## src/rtl/inst_fetch_buffer.sv

```systemverilog
// Instruction fetch buffer: generates sequential fetch addresses, accepts the
// in-order decoded instructions returned by decode into a small circular
// queue, and presents the head entry to dispatch. Supports flush/redirect,
// stale-input rejection with a saturating drop counter, and halt on hlt.
module inst_fetch_buffer #(
  parameter int          DEPTH   = 4,
  parameter logic [11:0] HLT_OPC = 12'hFC0
) (
  input  logic        clk,
  input  logic        rst,
  output logic [31:0] fetch_pc,
  input  logic [11:0] in_opcode,
  input  logic [4:0]  in_rs,
  input  logic [4:0]  in_rt,
  input  logic [4:0]  in_rd,
  input  logic [4:0]  in_shamt,
  input  logic [15:0] in_imm,
  input  logic [25:0] in_addr,
  input  logic [31:0] in_pc,
  input  logic        in_valid,
  output logic [11:0] out_opcode,
  output logic [4:0]  out_rs,
  output logic [4:0]  out_rt,
  output logic [4:0]  out_rd,
  output logic [4:0]  out_shamt,
  output logic [15:0] out_imm,
  output logic [25:0] out_addr,
  output logic [31:0] out_pc,
  output logic        out_valid,
  input  logic        out_ready,
  input  logic        redirect_valid,
  input  logic [31:0] redirect_pc,
  output logic        halted,
  output logic [$clog2(DEPTH):0] count,
  output logic [15:0] drop_cnt
);

  localparam int PW = $clog2(DEPTH);
  localparam int CW = PW + 1;
  localparam logic [CW-1:0] FULL   = CW'(DEPTH);
  localparam logic [CW-1:0] MARGIN = CW'(DEPTH - 2);

  typedef struct packed {
    logic [11:0] opcode;
    logic [4:0]  rs;
    logic [4:0]  rt;
    logic [4:0]  rd;
    logic [4:0]  shamt;
    logic [15:0] imm;
    logic [25:0] addr;
    logic [31:0] pc;
  } entry_t;

  // Saturating increment for the stale-input counter.
  function automatic logic [15:0] sat_inc16(input logic [15:0] v);
    return (v == 16'hFFFF) ? v : v + 16'd1;
  endfunction

  entry_t          mem_q [DEPTH];
  entry_t          head_e;
  entry_t          wr_e;
  logic [PW-1:0]   head_q, head_d;
  logic [PW-1:0]   tail_q, tail_d;
  logic [CW-1:0]   count_q, count_d;
  logic [31:0]     fetch_pc_q, fetch_pc_d;
  logic [31:0]     exp_pc_q, exp_pc_d;
  logic            halted_q, halted_d;
  logic [15:0]     drop_q, drop_d;
  logic            deq, accept, pc_match, stale;

  assign wr_e = '{opcode: in_opcode, rs: in_rs, rt: in_rt, rd: in_rd,
                  shamt: in_shamt, imm: in_imm, addr: in_addr, pc: in_pc};

  // Head entry is read straight out of storage; no output register.
  assign head_e     = mem_q[head_q];
  assign out_opcode = head_e.opcode;
  assign out_rs     = head_e.rs;
  assign out_rt     = head_e.rt;
  assign out_rd     = head_e.rd;
  assign out_shamt  = head_e.shamt;
  assign out_imm    = head_e.imm;
  assign out_addr   = head_e.addr;
  assign out_pc     = head_e.pc;
  assign out_valid  = (count_q != '0);
  assign fetch_pc   = fetch_pc_q;
  assign halted     = halted_q;
  assign count      = count_q;
  assign drop_cnt   = drop_q;

  // Next-state: redirect overrides everything; otherwise enqueue/dequeue/advance.
  always_comb begin
    head_d     = head_q;
    tail_d     = tail_q;
    count_d    = count_q;
    fetch_pc_d = fetch_pc_q;
    exp_pc_d   = exp_pc_q;
    halted_d   = halted_q;
    drop_d     = drop_q;

    deq      = out_valid && out_ready && !redirect_valid;
    pc_match = in_valid && (in_pc == exp_pc_q);
    // Once halted, everything arriving is silently ignored (not counted as stale).
    accept   = pc_match && !redirect_valid && !halted_q && ((count_q != FULL) || deq);
    stale    = in_valid && !pc_match && !redirect_valid && !halted_q;

    if (redirect_valid) begin
      head_d     = '0;
      tail_d     = '0;
      count_d    = '0;
      fetch_pc_d = redirect_pc;
      exp_pc_d   = redirect_pc;
      halted_d   = 1'b0;
    end else begin
      if (deq) head_d = head_q + PW'(1);
      if (accept) begin
        tail_d   = tail_q + PW'(1);
        exp_pc_d = exp_pc_q + 32'd1;
        if (in_opcode == HLT_OPC) halted_d = 1'b1;
      end
      case ({accept, deq})
        2'b10:   count_d = count_q + CW'(1);
        2'b01:   count_d = count_q - CW'(1);
        default: count_d = count_q;
      endcase
      if (stale) drop_d = sat_inc16(drop_q);
      // Keep one slot free for the instruction already inside decode.
      if (!halted_q && (count_q <= MARGIN)) fetch_pc_d = fetch_pc_q + 32'd1;
    end
  end

  // Control state with asynchronous reset.
  always_ff @(posedge clk or posedge rst) begin
    if (rst) begin
      head_q     <= '0;
      tail_q     <= '0;
      count_q    <= '0;
      fetch_pc_q <= '0;
      exp_pc_q   <= '0;
      halted_q   <= 1'b0;
      drop_q     <= '0;
    end else begin
      head_q     <= head_d;
      tail_q     <= tail_d;
      count_q    <= count_d;
      fetch_pc_q <= fetch_pc_d;
      exp_pc_q   <= exp_pc_d;
      halted_q   <= halted_d;
      drop_q     <= drop_d;
    end
  end

  // Entry storage: written on accept only, never reset.
  always_ff @(posedge clk) begin
    if (accept) mem_q[tail_q] <= wr_e;
  end

endmodule
```

## config.mk

```make
export PLATFORM = sky130hd
export DESIGN_NAME = inst_fetch_buffer
export DESIGN_NICKNAME = d
export VERILOG_FILES = /design/src/rtl/inst_fetch_buffer.sv
export SDC_FILE = /design/constraint.sdc
export NUM_CORES = 1
export LEC_CHECK = 0
export ABC_AREA = 1
export CAP_MARGIN = 20
export CORE_ASPECT_RATIO = 0.5
export CORE_MARGIN = 5
export CORE_UTILIZATION = 30
export CTS_BUF_LIST = sky130_fd_sc_hd__clkbuf_16
export DETAILED_ROUTE_END_ITERATION = 16
export DONT_BUFFER_PORTS = 1
export PLACE_DENSITY = 0.52
export SYNTH_ARGS = -nofsm -noshare
export SYNTH_HDL_FRONTEND = slang
export SYNTH_SLANG_ARGS = --single-unit
```

## constraint.sdc

```tcl
create_clock -name clk -period 5.7 [get_ports clk]
set_input_delay 1.14 -clock clk [delete_from_list [all_inputs] [get_ports clk]]
set_output_delay 1.14 -clock clk [all_outputs]
set_load 0.05 [all_outputs]
```

## After elaboration in Yosys (flattened, before gate mapping)

Memories as Yosys holds them, arrays and structs flattened.
Index checks and enable logic that the tools add are counted.

| word-level totals | value |
|---|---|
| word-level logic and storage cells | 61 |
| bits of input ports | 143 |
| bits in registers | 88 |
| memory bits (writable) | 424 |
| output and inout port bits | 159 |
| memories kept | 1 |

Memory list:

| memory | depth | bits a word | rd ports | clocked after Yosys merged registers in | write ports | line | source |
|---|---|---|---|---|---|---|---|
| mem_q | 4 | 106 | 1 | 0 | 1 | 59 | `entry_t mem_q [DEPTH];` |

| operators by class | value |
|---|---|
| mux-type cells | 15 |
| bitwise gates (word level) | 2 |
| eq/ne operators | 6 |
| $lt $le $gt $ge | 1 |
| $add $sub $neg | 7 |
| reduce and logical (&&, ||, !) cells | 22 |

Operators with widths:

| cell | count |
|---|---|
| $mux 32 | 4 |
| $add 32x1->32 const B | 2 |
| $eq 32x32->1 | 1 |
| $add 16x1->16 const B | 1 |
| $eq 16x16->1 const B | 1 |
| $eq 12x12->1 const B | 1 |
| $logic_and 1x1->1 | 10 |
| $mux 2 | 4 |
| $reduce_bool 2->1 | 4 |
| $pmux 3 s2 | 1 |
| $reduce_bool 3->1 | 2 |
| $mux 1 | 5 |
| $add 2x1->2 const B | 2 |
| $add 3x1->3 const B | 1 |
| $le 3x2->1 const B | 1 |
| $logic_not 1->1 | 3 |
| $mux 3 | 1 |
| $ne 3x3->1 const B | 1 |
| $reduce_and 3->1 | 1 |
| $sub 3x1->3 const B | 1 |
| $eq 2x1->1 const B | 1 |
| $eq 2x2->1 const B | 1 |
| $not 1->1 | 2 |
| $reduce_and 2->1 | 1 |
| $logic_or 1x1->1 | 1 |

## Logic depth before layout (Yosys ltp)

| depth | value |
|---|---|
| word-level depth | 8 |
| mapped depth | 16 |
| mapped depth without buffers | 16 |

## Worst setup path before layout

OpenSTA, ideal clock, no wires.

| timing | value |
|---|---|
| kind | input -> register |
| start point | in in_pc[11] |
| end point | mem mem_q[0][0] (netlist bit) (enable) |
| arrival | 6.402 ns |
| required time | 5.126 ns |
| buffers on the path | 1 |
| path slack | -1.276 ns |
| setup time | 0.574 ns |
| stages | 8 |
| cells stage by stage | xnor2_1 nand2_1 nor2_1 nand2_1 nor2_2 nand4_4 buf_6 nor2_1 |

| between the ends | value |
|---|---|
| word-level cells in the longest chain between the ends | 7 |

RTL lines:

| item | line | source |
|---|---|---|
| start, declared | 19 | `input logic [31:0] in_pc,` |
| $eq 32x32->1 | 101 | `pc_match = in_valid && (in_pc == exp_pc_q);` |
| $logic_and 1x1->1 | 101 |  |
| $logic_and 1x1->1 (3 in series) | 103 | `accept = pc_match && !redirect_valid && !halted_q && ((count_q != FULL) \|\| deq);` |
| $mux 1 | 154 | `if (accept) mem_q[tail_q] <= wr_e;` |
| $mux 1 (implied by the code) | 154 |  |
| end, declared | 59 |  |

Every way passes these cells.

## Worst setup path after layout

| timing | value |
|---|---|
| start point | reg head_q[1] |
| end point | out out_opcode[1] |

| between the ends | value |
|---|---|
| word-level cells in the longest chain between the ends | 1 |

RTL lines:

| item | line | source |
|---|---|---|
| start, declared | 62 | `logic [PW-1:0] head_q, head_d;` |
| start signal, assigned | 134 | `head_q <= '0;` |
| start signal, assigned | 142 | `head_q <= head_d;` |
| $mem_v2 4x106 | -- |  |
| end, declared | 21 | `output logic [11:0] out_opcode,` |

Every way passes these cells.

==> flow_summary.toml <==
[worst_setup_path]
cp-end-kind = "output port"
cp.buffers_inverters = 2
startpoint_type = "flop"
cp-startpoint = "head_q[1]"
crit_required_ns = 4.56
critPathArrivalTime_ns = 3.43
path_max_fanout = 53
crit_chain = "inv_2 > buf_4 > o21ai_0 > o22ai_1"
crit_slowest_cell = "o22ai_1"
max_stage_delay_ns = 0.91
crit_type = "flop to output port"
cp_top_family = "compound AO/OA/AOI/OAI gates"
rr_startpoint = "count[2]"

[floorplan]
die_w_microns = 389
ioPinCount = 302
start_util_pct = 30.3
fp.dieH_microns = 199
core_sq_um = 71100
dieArea_sq_um = 77500
rows = 69

[global_routing]
grt_first_pass_wirelength_mm = 87.9
met3_usage_pct = 2.92
antenna_found_initial = 3
grt_use_met2_pct = 27.1
grt_max_degree = 215
overflow = 0
use_met1_pct = 17.6
grt_busiest_layer = "met2"
grtUsageTotal_pct = 14.9
grt_pass1_vias = 13500

[run_status]
outcome = "finished, final reports clean"

[layout]
fill_cells = 6973
final_common_cell = "edfxtp_1"
nNetsFinal = 2041
final_cell_mix = "424 x edfxtp_1, 267 x nor2_1, 249 x nand2_1"
drive_above_1_share_pct = 8.87
syn_to_final_growth_pct = 14.3
post-route-util_pct = 34.6

[clocking]
cts_hold_buf = 0
cts_setup_buffers = 0
cts_buffer_depth = 3
cts_sinks = 512
clock_latency_ns = 0.59
cts_max_level = 2
cts_made_buffers = 51
ctsResizeCount = 0
clk_pin_slew_ns = 0.06
clockRootBuffer = "clkbuf_16"
cts_tree = "done"

[yosys]
synth_area_sq_um = 21500
synthesis.nets = 2013
synth_ff_type = "edfxtp_1"
synth_cell_types = 45
synthArstFlopShare_pct = 17.2
synth_seq_area_share_pct = 69.4
synth.yosys.warnings = 0
synth.avg_cell_area_sq_um = 11.6
synth_compound_area_share_pct = 11.2
synth_top_family_by_area = "simple AND/OR/NAND/NOR gates"
synth-xor-area-share_pct = 2.24
post_synth_fa_ha_maj_area_fraction_pct = 0.500
synth_cells = 1862
synth_edf_count = 424
synth_seq_cells = 512
muxShareOfSynthArea_pct = 0
synth-simple-area-share_pct = 13.0

[route]
viasPerCell = 4.90
via_count = 14200
ant_nets = 0
first_iter_violations = 940
wl_per_cell_microns = 20.8
drc = 0
wl_mm = 60.2
drt_first_pass_iters = 7

[timing]
fin_crit_ns = 4.57
min_period_over_period_pct = 80.2
tightestPinTransition_ns = 1.22
finClkSkew_ns = 0.0195
fmax_ghz = 0.219
setup_viol = 0
finalHoldViolations = 0
fin_setup_tns_ns = 0
maxSlewHeadroom_pct = 19.8
rsz0062_at_grt = "false"
slew_violations = 0

[pwr]
total_leakage_power_uw = 0.00852
power_per_cell_area_nw_per_um2 = 436
ir_drop_uv = 302

[placement]
portBuffers = 0
gp_congestion = 0.852
dp_hpwl_mm = 39.2

[run]
max_cap_viol_count = 0

[min_path]
hp-class = "primary input to async pin"
## per-stage QoR
stage	hold slack [ns]	area, sq um	setup WS (ns)	instances	total power, uW
6_report	0.525	24600	1.13	2888	10700
5_1_grt	0.564	24600	0.897	2887	11200
3_3_place_gp	0.536	22900	1.69	2785	7430
4_1_cts	0.528	24600	0.980	2885	10800
2_1_floorplan	0.507	21500	0.557	1862	6760
3_5_place_dp	0.551	23000	1.64	2795	7490
## worst paths after layout
check | end | slack [ns] | cells past startpoint
max | out_opcode[1] | 1.13 | 4
min | drop_cnt[6] | 0.52 | 1
max reg2reg | mem_q[1][49] | 2.17 | 7
min reg2reg | exp_pc_q[27] | 0.56 | 2
max in group asynchronous | exp_pc_q[10] | 4.16 | 2
min in group clk | exp_pc_q[27] | 0.56 | 2
## routing by layer
metal | vias up | wire, microns
met1 | 7015 | 23700
met2 | 313 | 31800
met4 | 2 | 1800
met3 | 94 | 2850
li1 | 6726 | -
met5 | - | 13
## state kept, by name, summed over array words and instances (netlist names)
signal	count
count	3
halted	1
exp_pc_q	32
head_q	2
tail_q	2
drop_cnt	16
mem_q	424
fetch_pc	32
## cells in the mapped netlist (all sizes together) (18+ instances only)
library cell / count / area, sq um
o22ai: 106 / 663
xnor2: 31 / 272
nor2: 279 / 1080
clkbuf: 69 / 259
nor3: 30 / 175
a21oi: 22 / 110
dfrtp: 88 / 2200
inv: 114 / 428
edfxtp: 424 / 12700
buf: 18 / 105
xor2: 24 / 210
nand3: 62 / 320
o21ai: 246 / 1230
nand4: 22 / 165
o211ai: 33 / 253
nand2: 252 / 958
## worst register-to-register path, cell delays in order (launching register included)
cell,delay [ns]
dfrtp_1,0.75
inv_1,0.21
a21boi_2,0.28
nand2_1,0.15
nand3_1,0.20
nand4_4,0.38
nor2_4,0.56
buf_12,0.51
## report_power, final
group / total, uW / switching (uW) / internal [uW]
clock network: 3350 / 1420 / 1930
logic: 2650 / 2090 / 561
registers: 4730 / 565 / 4160
total: 10700 / 4070 / 6660
## cell families (layout without fill, tap and decap cells)
family          count (synthesis)  in the layout
simple gates                  658            658
fa+ha+maj                       8              8
flops                         512            512
buf+inv                       202            267
xor+xnor                       55             55
compound gates                427            427
other cells                     0              3
## cell type report
type,count,area (sq um),area share [%]
clock inverters,39,357,1.45
well taps,958,1200,4.87
clock buffers,51,1280,5.19
repair buffers,62,566,2.30
multi-input cells,1148,5830,23.7
inverters,115,440,1.79
diodes,3,7.51,0.0305
flip-flops and latches,512,14900,60.7
(Power assumes the default switching activity.)
